===== src/rtl/moore_pattern_detector_pkg.sv =====
// moore_pattern_detector_pkg: shared constants and the masked-compare helper
package moore_pattern_detector_pkg;

    localparam int MAX_PAT_W = 16;

    function automatic logic masked_eq(
        input logic [MAX_PAT_W-1:0] hist,
        input logic [MAX_PAT_W-1:0] pattern,
        input logic [MAX_PAT_W-1:0] mask
    );
        return ((hist ^ pattern) & mask) == '0;
    endfunction

endpackage


===== src/rtl/moore_pattern_detector_sat_counter.sv =====
// sat_counter: saturating up-counter with synchronous clear taking priority
module sat_counter #(
    parameter int CNT_W = 8
) (
    input  logic             clk,
    input  logic             reset,
    input  logic             clr,
    input  logic             inc,
    output logic [CNT_W-1:0] count,
    output logic             sat
);

    logic [CNT_W-1:0] count_q, count_d;

    assign sat   = &count_q;
    assign count = count_q;

    // next count: clear wins, increment stops at all-ones
    always_comb begin
        count_d = clr ? '0 : (inc && !sat) ? count_q + 1'b1 : count_q;
    end

    // count register, async active-low reset
    always_ff @(posedge clk or negedge reset) begin
        if (!reset) count_q <= '0;
        else        count_q <= count_d;
    end

endmodule


===== src/rtl/moore_pattern_detector.sv =====
// moore_pattern_detector: Moore serial-pattern detector with enable, overlap mode and hit counter
module moore_pattern_detector
    import moore_pattern_detector_pkg::*;
#(
    parameter int             PAT_W   = 4,
    parameter logic [PAT_W-1:0] PATTERN = 4'b1000,
    parameter logic [PAT_W-1:0] MASK    = 4'b0111,
    parameter bit             OVERLAP = 1'b1,
    parameter int             CNT_W   = 8
) (
    input  logic             clk,
    input  logic             reset,
    input  logic             en,
    input  logic             x,
    input  logic             clr_cnt,
    output logic             y,
    output logic [CNT_W-1:0] hit_count,
    output logic             cnt_sat
);

    localparam int FILL_W = $clog2(PAT_W + 1);
    localparam logic [FILL_W-1:0] FULL = FILL_W'(PAT_W);

    if (PAT_W < 2 || PAT_W > MAX_PAT_W || MASK == '0) begin : g_bad_cfg
        $error("moore_pattern_detector: illegal PAT_W/MASK configuration");
    end

    logic [PAT_W-1:0]  hist_q, hist_d, hist_n;
    logic [FILL_W-1:0] fill_q, fill_d, fill_n;
    logic              match_q, match_d, hit;

    // candidate history/fill for an accepted bit, match test, and hold when en is low
    always_comb begin
        hist_n  = {hist_q[PAT_W-2:0], x};
        fill_n  = (fill_q == FULL) ? fill_q : fill_q + 1'b1;
        hit     = (fill_n == FULL) && masked_eq(MAX_PAT_W'(hist_n), MAX_PAT_W'(PATTERN), MAX_PAT_W'(MASK));
        hist_d  = en ? hist_n : hist_q;
        fill_d  = !en ? fill_q : (hit && !OVERLAP) ? '0 : fill_n;
        match_d = en ? hit : match_q;
    end

    // state registers, async active-low reset discards any partial history
    always_ff @(posedge clk or negedge reset) begin
        if (!reset) begin
            hist_q  <= '0;
            fill_q  <= '0;
            match_q <= 1'b0;
        end else begin
            hist_q  <= hist_d;
            fill_q  <= fill_d;
            match_q <= match_d;
        end
    end

    assign y = match_q;

    sat_counter #(.CNT_W(CNT_W)) u_cnt (
        .clk   (clk),
        .reset (reset),
        .clr   (clr_cnt),
        .inc   (en && hit),
        .count (hit_count),
        .sat   (cnt_sat)
    );

endmodule


===== config.mk =====
export PLATFORM = sky130hd
export DESIGN_NAME = moore_pattern_detector
export DESIGN_NICKNAME = d
export VERILOG_FILES = /design/src/rtl/moore_pattern_detector_pkg.sv /design/src/rtl/moore_pattern_detector_sat_counter.sv /design/src/rtl/moore_pattern_detector.sv
export SDC_FILE = /design/constraint.sdc
export NUM_CORES = 1
export LEC_CHECK = 0
export CORE_AREA = 2 2 42 44
export DETAILED_ROUTE_END_ITERATION = 8
export DIE_AREA = 0 0 44 46
export GPL_ROUTABILITY_DRIVEN = 0
export PLACE_DENSITY_LB_ADDON = 0.3
export SLEW_MARGIN = 20
export SYNTH_ARGS = -nofsm -noshare
export SYNTH_HDL_FRONTEND = slang
export SYNTH_SLANG_ARGS = --single-unit

===== constraint.sdc =====
create_clock -name clk -period 3.9 [get_ports clk]
set_input_delay 1.17 -clock clk [delete_from_list [all_inputs] [get_ports clk]]
set_output_delay 1.17 -clock clk [all_outputs]
set_load 0.01 [all_outputs]

* Word-level counts from Yosys, hierarchy flattened
Cells that the tools add are included.
Operators by class: shift-type cells 0, bitwise operators 0, muxes and demuxes 3, multipliers 0, add/subtract/negate cells 2, div/mod/pow operators 0, equal/unequal tests 2, reduce and logical (&&, ||, !) cells 7, $lt $le $gt $ge 0
Operators with widths (count):
- $logic_not 16->1 | 1
- $mux 8 | 2
- $add 8x1->8 const B | 1
- $reduce_and 8->1 | 1
- $eq 3x3->1 const B | 2
- $add 3x1->3 const B | 1
- $logic_and 1x1->1 | 3
- $mux 3 | 1
- $reduce_bool 2->1 | 1
- $logic_not 1->1 | 1
Word-level totals: memory bits (read-only) 0, output and inout bits 10, register bits 14, logic and storage cells 18, RAM bits 0, input port bits 5, memories kept 0, bits in latches 0

* Longest topological paths before layout
Gate-level depths: netlist of run 1.
word-level depth 8, depth in mapped cells 7

* Cells and area by module
A second synthesis of run 1 with hierarchy kept.
Second synthesis, totals: cells, all modules 72, area total of the unflattened synthesis 779.5 µm²
Modules (own cells, without submodules):
- sat_counter | instances 1, area an instance 476.7 µm², sequential area each 200.2 µm², cells an instance 45
- moore_pattern_detector | instances 1, area an instance 302.8 µm², sequential area each 150.1 µm², cells an instance 27

* Least setup slack after synthesis of run 1
No wires, ideal clock.
kind input to register, from input port x, to register u_cnt.count_q[7] (netlist: u_cnt.count[7]), stages 4, data arrival time 2574 ps, required time 3822 ps, setup time 78 ps, setup slack 1248 ps, cell sequence or3_4 > or4_4 > or3_1 > a21oi_1
On the way: cells in the longest elaborated chain, start to end 5
Ends and longest elaborated chain:
- start: declaration | line moore_pattern_detector.sv:14 | input logic x,
- $logic_not 16->1 | line moore_pattern_detector_pkg.sv:11 | return ((hist ^ pattern) & mask) == '0;
- $logic_and 1x1->1 | line moore_pattern_detector.sv:36 | hit = (fill_n == FULL) && masked_eq(MAX_PAT_W'(hist_n), MAX_PAT_W'(PATTERN), MAX_PAT_W'(MASK));
- $logic_and 1x1->1 | line moore_pattern_detector.sv:61 | .inc (en && hit),
- $logic_and 1x1->1 | line moore_pattern_detector_sat_counter.sv:20 | count_d = clr ? '0 : (inc && !sat) ? count_q + 1'b1 : count_q;
- $reduce_bool 2->1 (no line)
- end signal: assignment | line moore_pattern_detector_sat_counter.sv:26 | else count_q <= count_d;
- end: declaration | line moore_pattern_detector_sat_counter.sv:13 | logic [CNT_W-1:0] count_q, count_d;
Every way passes these cells. A chain may end at the register's enable or synchronous reset.

* Final worst setup path of run 1
from register u_cnt.count_q[0] (netlist: u_cnt.count[0]), to output port cnt_sat
On the way: cells in the longest elaborated chain, start to end 1
Ends and longest elaborated chain:
- $reduce_and 8->1 | line moore_pattern_detector_sat_counter.sv:15 | assign sat = &count_q;
- end: declaration | line moore_pattern_detector.sv:18 | output logic cnt_sat
Every way passes these cells.

==> results of run 1 <==
-- critical path: cells and delay by family, from the launching register on --
kind	cells	cell delay, ns
adder cells (fa/ha/maj)	1	0.25
buffers and inverters	1	0.54
flip-flops	1	0.43
AND/OR/NAND/NOR	2	0.49
-- area by class of cell --
type                       count  area, sq um
fill                         143        639.4
multi-input combinational     55        407.9
sequential                    14        350.3
timing repair buffer          14        140.1
clock buffer                   4        36.28
tap                           17        21.27
inverter                       5        18.77
-- through the flow --
| stage | setup WS (ns) | utilization | instance area (sq um) | cells | hold slack, ns |
|---|---|---|---|---|---|
| 2_1_floorplan | 1.248 | - | 780.7 | 75 | 0.4816 |
| 3_3_place_gp | 0.7865 | 0.5814 | 938.4 | 105 | 0.4933 |
| 3_5_place_dp | 0.7509 | 0.5814 | 938.4 | 105 | 0.5223 |
| 4_1_cts | 0.7269 | 0.6039 | 974.7 | 109 | 0.5418 |
| 5_1_grt | 0.6638 | 0.6039 | 974.7 | 109 | 0.5628 |
| 6_report | 0.7447 | 0.6039 | 974.7 | 109 | 0.5385 |
-- worst max-delay path by stage --
stage | startpoint | to | slack, ns | cells after the start
2_1_floorplan | x | u_cnt.count[7]$_DFFE_PN0P_ | 1.25 | 4
6_report | u_cnt.count[0]$_DFFE_PN0P_ | cnt_sat | 0.74 | 4
3_5_place_dp | x | u_cnt.count[7]$_DFFE_PN0P_ | 0.75 | 5
5_1_grt | u_cnt.count[0]$_DFFE_PN0P_ | cnt_sat | 0.66 | 4
3_3_place_gp | x | u_cnt.count[6]$_DFFE_PN0P_ | 0.79 | 5
4_1_cts | u_cnt.count[0]$_DFFE_PN0P_ | cnt_sat | 0.73 | 4
-- layout by cell type, fill, tap and decap left out, drive strengths merged, types with 3 or more instances in the layout --
master / instances
inv: 4
o21ai: 3
clkdlybuf4s50: 14
or3: 3
ha: 3
mux2: 4
nor2: 8
a21oi: 4
nand3: 3
dfrtp: 14
clkbuf: 4
nand2: 5
-- logic make-up (layout without fill, tap and decap cells) --
logic type | after synthesis | in the layout | synth area share
compound gates | 11 | 11 | 0.1058
mux | 6 | 6 | 0.08333
simple gates | 33 | 33 | 0.2628
xor+xnor | 2 | 2 | 0.02244
fa+ha+maj | 3 | 3 | 0.04808
buf+inv | 6 | 23 | 0.02883
flops | 14 | 14 | 0.4487
-- power by group through the flow --
stage	logic (W)	clock network, W	registers (W)
final	0.000118	0.000105	0.000190
after global routing	0.000133	0.000113	0.000195
after CTS	0.000121	0.000108	0.000191
after detailed placement	0.000119	0	0.000195
after global placement	0.000115	0	0.000192
after floorplan	0.0000940	0	0.000188
-- flip-flops by register name (all words and copies together), names as in the netlist --
register / flops
u_cnt.count: 8
fill_q: 3
y: 1
hist_q: 2
-- layer usage --
metal  up-vias  GRT usage
li1        301          -
met1       288     0.2219
met2        17     0.2559
met3         4    0.04762
met4         0     0.1091
met5         -          0
==> results.md, run 1 <==
* Top post-synthesis cells by area: dfrtp_1, ha_1, nor2_1
* Worst Hold Launch: hist_q[0]$_DFFE_PN0P_
* Remaining antenna violation count at 0
* Number of global-route vias before repair at 545
* Internal power at 0.0002766 W
* Fmax at 316.9 MHz
* Seq pwr share at 0.460
* Worst R2R Path Depth at 6
* Ys async rst share at 1.000
* Power per cell area at 424.2 nW/um^2
* CP Class: reg -> out
* # clock sinks at 14
* Final setup fails at 0
* I/O pin count at 15
* CP startpoint kind: flop
* Hold depth at 1
* HP Class: reg -> reg
* CTS-repair resized insts at 0
* Largest area contributor in the netlist: dfrtp_1
* Clk pwr share at 0.253
* # DRC at 0
* Status: finished, final reports clean
* Site Rows at 15
* Post-synth EDFFs at 0
* LEAKAGE at 0.4069 nW
* Metal-1 WL at 697 um
* Routed length on met3 at 65 um
* Crit-path max cell delay at 0.54 ns
* Crit path DAT at 1.99 ns
* Net Sw Frac at 0.3309
* Slowest CP cell: clkdlybuf4s50_1
* Max Cap Viol at 0
* Top_reg_cell synth: dfrtp_1
* Total design power at 0.0004134 W
* Final Cycle Share at 0.8090
* Area Growth Syn to Fin at 24.84%
* Starting DRT DRC Count at 5
* Syn_nets at 83
* Nets at 101
* R2r setup slk at 1.67 ns
* Highest routed layer: met4
* Starting Density at 0.4837
* Root Driver: clkbuf_4
* Die span in y at 46 um
* Syn avg cell area at 10.41 sq um
* Worst-margin pin slew at 0.6211 ns
* Core area at 1614 sq um
* All-Layer GR Usage at 0.1727
* CTS Hold Buffers Added at 0
* Slew Limit Fails at 0
* Post-synth top cells: dfrtp_1, nor2_1, nand2_1, a21oi_1, inv_1
* Metal2 WL at 688 um
* First-pass GRT wire length at 2428 um
* Top-area cell type share of the netlist area at 0.4487
* Overflow after GRT at 0
* Clk Latency, worst-skew pair at 0.28 ns
* Setup Buffers After CTS at 0
* Psw at 0.0001368 W
* Cell Area, Synth at 780.7 sq um
* CP Data Required Time at 2.73 ns
* 1st-pass router iterations at 4
* Largest net degree at the start of global routing at 15
* Wire per inst at 13.54 um
* Sequential area share after synthesis at 0.4487
* Die W at 44 um
* Via count at 610
* Post-Syn Instances at 75
* H-tree Lvls at 1
* Layout cells sized above 1 at 0.1304
* Final min period at 3.155 ns
* Post-DP HPWL at 1109 um
* Worst flop-to-flop path endpoint: u_cnt.count[7]$_DFFE_PN0P_
* Post-Route WL at 1476 um
* Synthesis Warnings at 0
* Worst-case clock buffer depth at 2
* #FFs+latches synth at 14
* Clock-pin slew on the worst setup and hold paths at 0.08 ns
* RSZ-0062 raised after global routing: false
* Most common cell in the netlist: dfrtp_1
* Critical Path Sink Type: primary output
* Netlist cell types at 31
* Total CTS buffers at 3
* Die Footprint at 2024 sq um
* IO Port Bufs at 14
* Setup_tns at 0 ns
* Crit Reg-Reg Startpoint: u_cnt.count[0]$_DFFE_PN0P_
* Crit Path Max Fanout at 5
* Peak VDD IR at 0.1911 mV
* Worst clock skew at 0.001262 ns
* Post-DR vias/cell at 5.596
* Number of diodes at 0
* Initial antenna violation count at 0
* CTS tree: done
* CP dominant cell by count: and4_4
* CP Cell Sequence: ha_1 -> and4_4 -> and4_4 -> clkdlybuf4s50_1
* Rel. slew slack at 0.5846
* Final Hold Fails at 0
* Hold Path Sink: hist_q[0]$_DFFE_PN0P_
* Gate power share at 0.286
Power figures use the tool's default switching activity.
==> run 2: changes to the inputs <==
- CORE_AREA: 2 2 42 44 -> 2 2 46 48
- DIE_AREA: 0 0 44 46 -> 0 0 48 50
- clock period: 3.9 -> 2.8 ns (I/O delays scaled with it)
==> results.md, run 2 (same netlist as run 1, synthesis figures left out) <==
* CP startpoint kind: input pin
* Final Cycle Share at 0.8720
* Number of diodes at 0 (unchanged)
* Worst-case clock buffer depth at 2 (unchanged)
* Most frequent cells in the layout: dfrtp_1, clkdlybuf4s50_1, nor2_1
* # DRC at 0 (unchanged)
* Dpl ws at 0.05778 ns (-0.6932 ns)
* Power per cell area at 563.3 nW/um^2 (+33%)
* Initial antenna violation count at 0 (unchanged)
* Worst flop-to-flop path endpoint: u_cnt.count[7]$_DFFE_PN0P_
* Area Growth Syn to Fin at 32.85%
* Die span in y at 50 um (+8.7%)
* Post-Route WL at 1593 um (+7.9%)
* Remaining antenna violation count at 0 (unchanged)
* Hold Path Sink: hist_q[1]$_DFFE_PN0P_
* Final Util at 0.5454 (-0.05848)
* Largest net degree at the start of global routing at 15 (unchanged)
* Overflow after GRT at 0 (unchanged)
* Max reg flops at 8 (unchanged)
* Hold depth at 1 (unchanged)
* Starting DRT DRC Count at 5 (unchanged)
* Fillers at 168 (+17%)
* Peak VDD IR at 0.3531 mV (+85%)
* HP Class: reg -> reg
* Worst clock skew at 0.003140 ns (+0.001878 ns)
* Worst-margin pin slew at 0.6461 ns (+0.02500 ns)
* Final Hold Fails at 0 (unchanged)
* Clock-pin slew on the worst setup and hold paths at 0.09 ns (about the same)
* CP Class: in -> reg
* Worst Hold Launch: hist_q[1]$_DFFE_PN0P_
* Crit Reg-Reg Startpoint: fill_q[0]$_DFFE_PN0P_
* Crit Path Max Fanout at 3 (-2)
* Worst R2R Path Depth at 7 (+1)
* Clk Latency, worst-skew pair at 0.28 ns (about the same)
* Final min period at 2.442 ns
* CP Data Required Time at 3.01 ns (+0.28 ns)
* 1st-pass router iterations at 4 (unchanged)
* Crit path DAT at 2.65 ns (+0.66 ns)
* Status: finished, final reports clean
* Post-DP HPWL at 1164 um (+4.9%)
* I/O pin count at 15 (unchanged)
* H-tree Lvls at 1 (unchanged)
* Site Rows at 16 (+1)
* Via count at 634 (+3.9%)
* All-Layer GR Usage at 0.1597 (-0.01293)
* Root Driver: clkbuf_4
* CTS Hold Buffers Added at 0 (unchanged)
* Layout cells sized above 1 at 0.1939 (+0.06344)
* First-pass GRT wire length at 2684 um (+11%)
* # clock sinks at 14 (unchanged)
* Hold WS at 0.5151 ns (-0.02338 ns)
* Total CTS buffers at 3 (unchanged)
* Dpl cells at 119 (+13%)
* IO Port Bufs at 14 (unchanged)
* Wire per inst at 12.74 um (-5.9%)
* Die W at 48 um (+9.1%)
* Fmax at 409.5 MHz
* R2r setup slk at 0.68 ns (-0.99 ns)
* Setup ws final at 0.3583 ns (-0.3864 ns)
* LEAKAGE at 0.4522 nW (+11%)
* CTS tree: done
* Die Footprint at 2400 sq um (+19%)
* Slew Limit Fails at 0 (unchanged)
* Most common cell after layout, fill and taps aside: dfrtp_1
* Number of global-route vias before repair at 604 (+11%)
* Setup_tns at 0 ns (unchanged)
* Max Cap Viol at 0 (unchanged)
* Final setup fails at 0 (unchanged)
* Nets at 107 (+5.9%)
* RSZ-0062 raised after global routing: false
* Critical Path Sink Type: flop
* Core area at 1902 sq um (+18%)
* Post-DR vias/cell at 5.072 (-9.4%)
* Rel. slew slack at 0.5679 (-0.01672)
* Starting Density at 0.4105 (-0.07319)
* Final std cells w/o fill at 125 (+15%)
==> run 2: cell count changes in the layout (fill, tap and decap cells not counted) <==
cell,delta
dlymetal6s2s_1,+1
buf_4,+6
ha_2,+1
ha_1,-1
clkdlybuf4s50_1,-1
==> run 2: where the power goes <==
| group | internal, W | switching [W] |
|---|---|---|
| logic | 0.0000805 | 0.0000962 |
| registers | 0.000231 | 0.0000309 |
| clock network | 0.0000791 | 0.0000670 |
| total | 0.000390 | 0.000194 |
==> run 2: metal layers <==
layer	share of wire	GRT usage	routed length [um]	vias up
li1	-	-	-	311
met1	0.43	0.1973	685	309
met2	0.52	0.2511	832	10
met3	0.019	0.02198	30	4
met4	0.028	0.09459	44	0
met5	0	0	0	-
==> run 2: repair_timing <==
item                                   in CTS  in global routing
resized for setup                           1                  1
endpoints found under the hold margin       0                  0
buffers inserted                            1                  1
setup endpoints to repair                   1                  1
==> run 2: critical path: stages <==
cell and delay, ns:
clkdlybuf4s50_1 0.42, or3_4 0.38, or4_4 0.52, or3_1 0.35, a21oi_1 0.14
==> run 2: final cells by class <==
type | count | area [sq um] | share of cell area
Timing Repair Buffer | 20 | 187.7 | 0.1809
Tap cell | 27 | 33.78 | 0.03257
Sequential cell | 14 | 350.3 | 0.3378
Inverter | 5 | 18.77 | 0.01809
Multi-Input combinational cell | 55 | 410.4 | 0.3957
Clock buffer | 4 | 36.28 | 0.03498
==> run 2: worst max-delay path by stage <==
stage / from / endpoint / slack, ns
6_report: x / u_cnt.count[7]$_DFFE_PN0P_ / 0.36
5_1_grt: x / u_cnt.count[7]$_DFFE_PN0P_ / 0.30
4_1_cts: u_cnt.count[1]$_DFFE_PN0P_ / cnt_sat / 0.0009
3_5_place_dp: x / u_cnt.count[6]$_DFFE_PN0P_ / 0.06
3_3_place_gp: x / u_cnt.count[6]$_DFFE_PN0P_ / 0.09
2_1_floorplan: x / u_cnt.count[7]$_DFFE_PN0P_ / 0.48
==> run 2: per-stage QoR <==
step,instance area [sq um],power [W]
after global routing,1037,0.0006271
after CTS,1027,0.0005905
after detailed placement,980.9,0.0004410
after floorplan,780.7,0.0003932
final,1037,0.0005843
after global placement,980.9,0.0004337
==> variant 1 (flow settings as in run 2) <==
Put a register stage on the output `hit_count`, with the module's reset. The value now appears one clock later. The other outputs are not delayed to match.
--- a/src/rtl/moore_pattern_detector.sv
+++ b/src/rtl/moore_pattern_detector.sv
@@ -20,6 +20,8 @@
 
     localparam int FILL_W = $clog2(PAT_W + 1);
     localparam logic [FILL_W-1:0] FULL = FILL_W'(PAT_W);
+
+    logic [CNT_W-1:0] hit_count_d;
 
     if (PAT_W < 2 || PAT_W > MAX_PAT_W || MASK == '0) begin : g_bad_cfg
         $error("moore_pattern_detector: illegal PAT_W/MASK configuration");
@@ -59,9 +61,17 @@
         .reset (reset),
         .clr   (clr_cnt),
         .inc   (en && hit),
-        .count (hit_count),
+        .count (hit_count_d),
         .sat   (cnt_sat)
     );
 
+    always_ff @(posedge clk or negedge reset) begin
+        if (!reset) begin
+            hit_count <= '0;
+        end else begin
+            hit_count <= hit_count_d;
+        end
+    end
+
 endmodule
 
Formal check against the unedited RTL: not equivalent (Yosys sat finds a counterexample within 10 cycles, from zero or initial values and one cycle with reset low).
==> variant 1 against run 2 <==
Global-route usage down 1.6 points. Critical endpoint is now cnt_sat. Synthesized area up 18%. Cell area up 9.4%. Sequential cell count up 8. Routed wire length down 5.6%. Die area unchanged. Largest power group unchanged. Total power up 14%. Final cell count down 0.80%. Worst setup slack worse by 0.19 ns. Sequential share of layout area up 15 points.
==> variant 1: results (changes against run 2) <==
stage	metric	value	unit	change
finish	nFillCells	160		was 168
routing	detailroute.via_count	645		was 634
power	total_leakage_power	0.511	nW	was 0.452 nW
routing	drt_iter0_markers	12		was 5
critical_path	worstReg2RegEnd	u_cnt.count[3]$_DFFE_PN0P_		was u_cnt.count[7]$_DFFE_PN0P_
place	place_inst	121		was 119
hold_path	whs_endpoint	hit_count[1]$_DFF_PN0_		was hist_q[1]$_DFFE_PN0P_
critical_path	r2r_setup_slk	0.81	ns	was 0.68 ns
synth	synth.yosys.seq_area_share	59.5	%	was 44.9%
synth	synthXorXnorAreaFrac	1.89	%	was 2.24%
synth	yosys-top-cells-area	sky130_fd_sc_hd__dfrtp_1 60%, sky130_fd_sc_hd__mux2_2 4.9%, sky130_fd_sc_hd__ha_1 4.1%		was sky130_fd_sc_hd__dfrtp_1 45%, sky130_fd_sc_hd__ha_1 4.8%, sky130_fd_sc_hd__nor2_1 3.8%
routing	met2RoutedLength	741	µm	was 832 µm
critical_path	critical_path.max_stage_delay	0.57	ns	was 0.52 ns
finish	non_clock_buffer_count	17		was 20
synth	synth_cell_types	27		was 31
finish	final.signal_inverter_count	6		was 5
finish	non_clock_buffer_area_share	14.3	%	was 18.1%
routing	routed-wl-met3	57	µm	was 30 µm
synth	synth_fa_ha_area_share	4.06	%	was 4.81%
synth	synth.area.mux_share	7.04	%	was 8.33%
synth	ys_ff_latch	22		was 14
grt	first_global_vias	568		was 604
grt	gr-usage-all-layers	14.4	%	was 16.0%
sta	hold_ws	0.440	ns	was 0.515 ns
sta	least_margin_pin_slew	0.316	ns	was 0.646 ns
critical_path	r2r_cells	8		was 7
grt	grt_pass1_wl	2430	µm	was 2680 µm
sta	period_minus_slack	2.63	ns	was 2.44 ns
status	run_status	complete, no violations		unchanged
hold_path	origin_of_the_worst_min_delay_path	u_cnt.count[1]$_DFFE_PN0P_		was hist_q[1]$_DFFE_PN0P_
## variant 1: cell types whose count changed in the layout (fill, tap and decap cells not counted), moves of 2 or more
| cell | change |
|---|---|
| sky130_fd_sc_hd__dfrtp_1 | +8 |
| sky130_fd_sc_hd__buf_4 | -3 |
| sky130_fd_sc_hd__nor2_1 | -3 |
| sky130_fd_sc_hd__a31o_1 | -2 |
| sky130_fd_sc_hd__and4_4 | -2 |
| sky130_fd_sc_hd__inv_1 | +2 |
| sky130_fd_sc_hd__mux2_1 | -2 |
| sky130_fd_sc_hd__mux2_2 | +2 |
| sky130_fd_sc_hd__nand4_1 | +2 |
| sky130_fd_sc_hd__o21ai_0 | +2 |
| sky130_fd_sc_hd__o21ai_1 | -2 |
| sky130_fd_sc_hd__o31ai_1 | +2 |
| sky130_fd_sc_hd__or4_1 | +2 |
## variant 1: report_power, final
group	switching [mW]	internal, mW	leakage, nW
clock	0.0842	0.0501	0.0138
combinational	0.0735	0.0791	0.200
sequential	0.0306	0.347	0.296
total	0.188	0.476	0.511
==> variant 2 (settings of run 2) <==
Without the edit above. Change the parameter `PAT_W` from 4 to 8.
--- a/src/rtl/moore_pattern_detector.sv
+++ b/src/rtl/moore_pattern_detector.sv
@@ -2,7 +2,7 @@
 module moore_pattern_detector
     import moore_pattern_detector_pkg::*;
 #(
-    parameter int             PAT_W   = 4,
+    parameter int             PAT_W   = 8,
     parameter logic [PAT_W-1:0] PATTERN = 4'b1000,
     parameter logic [PAT_W-1:0] MASK    = 4'b0111,
     parameter bit             OVERLAP = 1'b1,
Function: changed (Yosys sat finds a counterexample within 10 cycles, from zero or initial values and one cycle with reset low).
==> variant 2 against run 2 <==
Synthesized cell count rose by 19%. Sequential cell count rose by 1. Hold slack improved by 0.023 ns. Via count rose by 9.9%. First-iteration DRC count rose by 60%. Cell area rose by 8.1%. Total power rose by 12%. Worst setup slack got worse by 0.18 ns. Synthesized area rose by 20%. Final cell count rose by 4.8%. Routed wire length rose by 5.5%. Critical endpoint is now cnt_sat. Largest cell class unchanged. Largest power group unchanged.
==> variant 2: results (changes against run 2) <==
stage	metric	value	unit	change
routing	route.antenna.remaining_nets	0		unchanged
routing	drt_iter0_markers	8		was 5
cts	cts-buffers-inserted	3		unchanged
place	dpl-instance-area	1090	µm²	was 981 µm²
synth	mappedNetlistNets	97		was 83
sta	maxSlewHeadroom	54.1	%	was 56.8%
routing	wl_per_cell	12.8	µm	was 12.7 µm
hold_path	origin_of_the_worst_min_delay_path	y$_DFFE_PN0P_		was hist_q[1]$_DFFE_PN0P_
power	maximum_resistive_drop_on_vdd	0.000537	V	was 0.000353 V
critical_path	worstReg2RegEnd	u_cnt.count[5]$_DFFE_PN0P_		was u_cnt.count[7]$_DFFE_PN0P_
hold_path	whs_endpoint	y$_DFFE_PN0P_		was hist_q[1]$_DFFE_PN0P_
finish	post_route_cells_drive_above_1_share	18.3	%	was 19.4%
synth	synth.yosys.seq_area_share	40.1	%	was 44.9%
cts	post_cts_resized	0		was 1
critical_path	r2r_setup_slk	0.49	ns	was 0.68 ns
sta	hold_ws	0.538	ns	was 0.515 ns
status	run_status	complete, no violations		unchanged
finish	final_nets	113		was 107
hold_path	min_delay_path_depth	2		was 1
place	place_hpwl	1250	µm	was 1160 µm
grt	grt_start_max_net_pins	16		was 15
power	total_leakage_power	0.453	nW	was 0.452 nW
cts	postCtsSetupRepairBufs	0		was 1
critical_path	r2r_cells	6		was 7
grt	first_global_vias	645		was 604
critical_path	worst-endpoint-arrival	1.78	ns	was 2.65 ns
critical_path	critical_path.max_fanout	7		was 3
synth	synth_common_cells	15 x sky130_fd_sc_hd__dfrtp_1, 7 x sky130_fd_sc_hd__nand2_1, 7 x sky130_fd_sc_hd__nor2_1, 6 x sky130_fd_sc_hd__mux2_1, 6 x sky130_fd_sc_hd__nor2b_1		was 14 x sky130_fd_sc_hd__dfrtp_1, 8 x sky130_fd_sc_hd__nor2_1, 5 x sky130_fd_sc_hd__nand2_1, 4 x sky130_fd_sc_hd__a21oi_1, 4 x sky130_fd_sc_hd__inv_1
## variant 2: metrics by stage
stage,total power [mW],utilization (%),instances
floorplan,0.503,-,89
global placement,0.530,57.6,127
detailed placement,0.541,57.6,127
CTS,0.666,58.9,131
global route,0.702,58.9,131
finish,0.656,58.9,131
## variant 2: cell type report
type | instances | area, µm² | area share, %
multi-input cells | 65 | 515 | 46.0
flip-flops and latches | 15 | 375 | 33.5
repair buffers | 16 | 155 | 13.8
well taps | 27 | 33.8 | 3.01
clock buffers | 4 | 26.3 | 2.34
inverters | 4 | 15.0 | 1.34
## variant 2: routing by layer
metal  routed length [µm]  share of wire (%)  track usage, %
met3                   55                3.3            2.20
met1                  739                 44            20.0
met5                    0                  0               0
met4                   14               0.83            6.76
met2                  871                 52            26.9
## variant 2: how the worst max path moves through the flow
stage	from	end	slack [ns]	cells after the start
floorplan	fill_q[0]$_DFFE_PN0P_	u_cnt.count[2]$_DFFE_PN0P_	0.72	7
global placement	x	u_cnt.count[3]$_DFFE_PN0P_	0.24	5
detailed placement	x	u_cnt.count[3]$_DFFE_PN0P_	0.16	5
CTS	u_cnt.count[0]$_DFFE_PN0P_	cnt_sat	0.18	3
global route	u_cnt.count[0]$_DFFE_PN0P_	cnt_sat	0.1	3
finish	u_cnt.count[0]$_DFFE_PN0P_	cnt_sat	0.18	3
## variant 2: logic make-up after synthesis
logic type,synth area share (%)
AND/OR/NAND/NOR,31.4
flip-flops,40.1
buffers and inverters,4.81
multiplexers,10.7
AO/OA/AOI/OAI,5.35
XOR/XNOR,3.61
adder cells (fa/ha/maj),4.01
## variant 2: power breakdown
part           internal (mW)  switching, mW
registers              0.251         0.0575
clock network         0.0552         0.0682
logic                 0.0942          0.131
total                  0.400          0.256
## variant 2: critical path, cell delays in order (launching register included)
cell and delay, ns:
sky130_fd_sc_hd__dfrtp_1 0.48, sky130_fd_sc_hd__ha_1 0.27, sky130_fd_sc_hd__and4_1 0.21, sky130_fd_sc_hd__clkdlybuf4s50_1 0.54
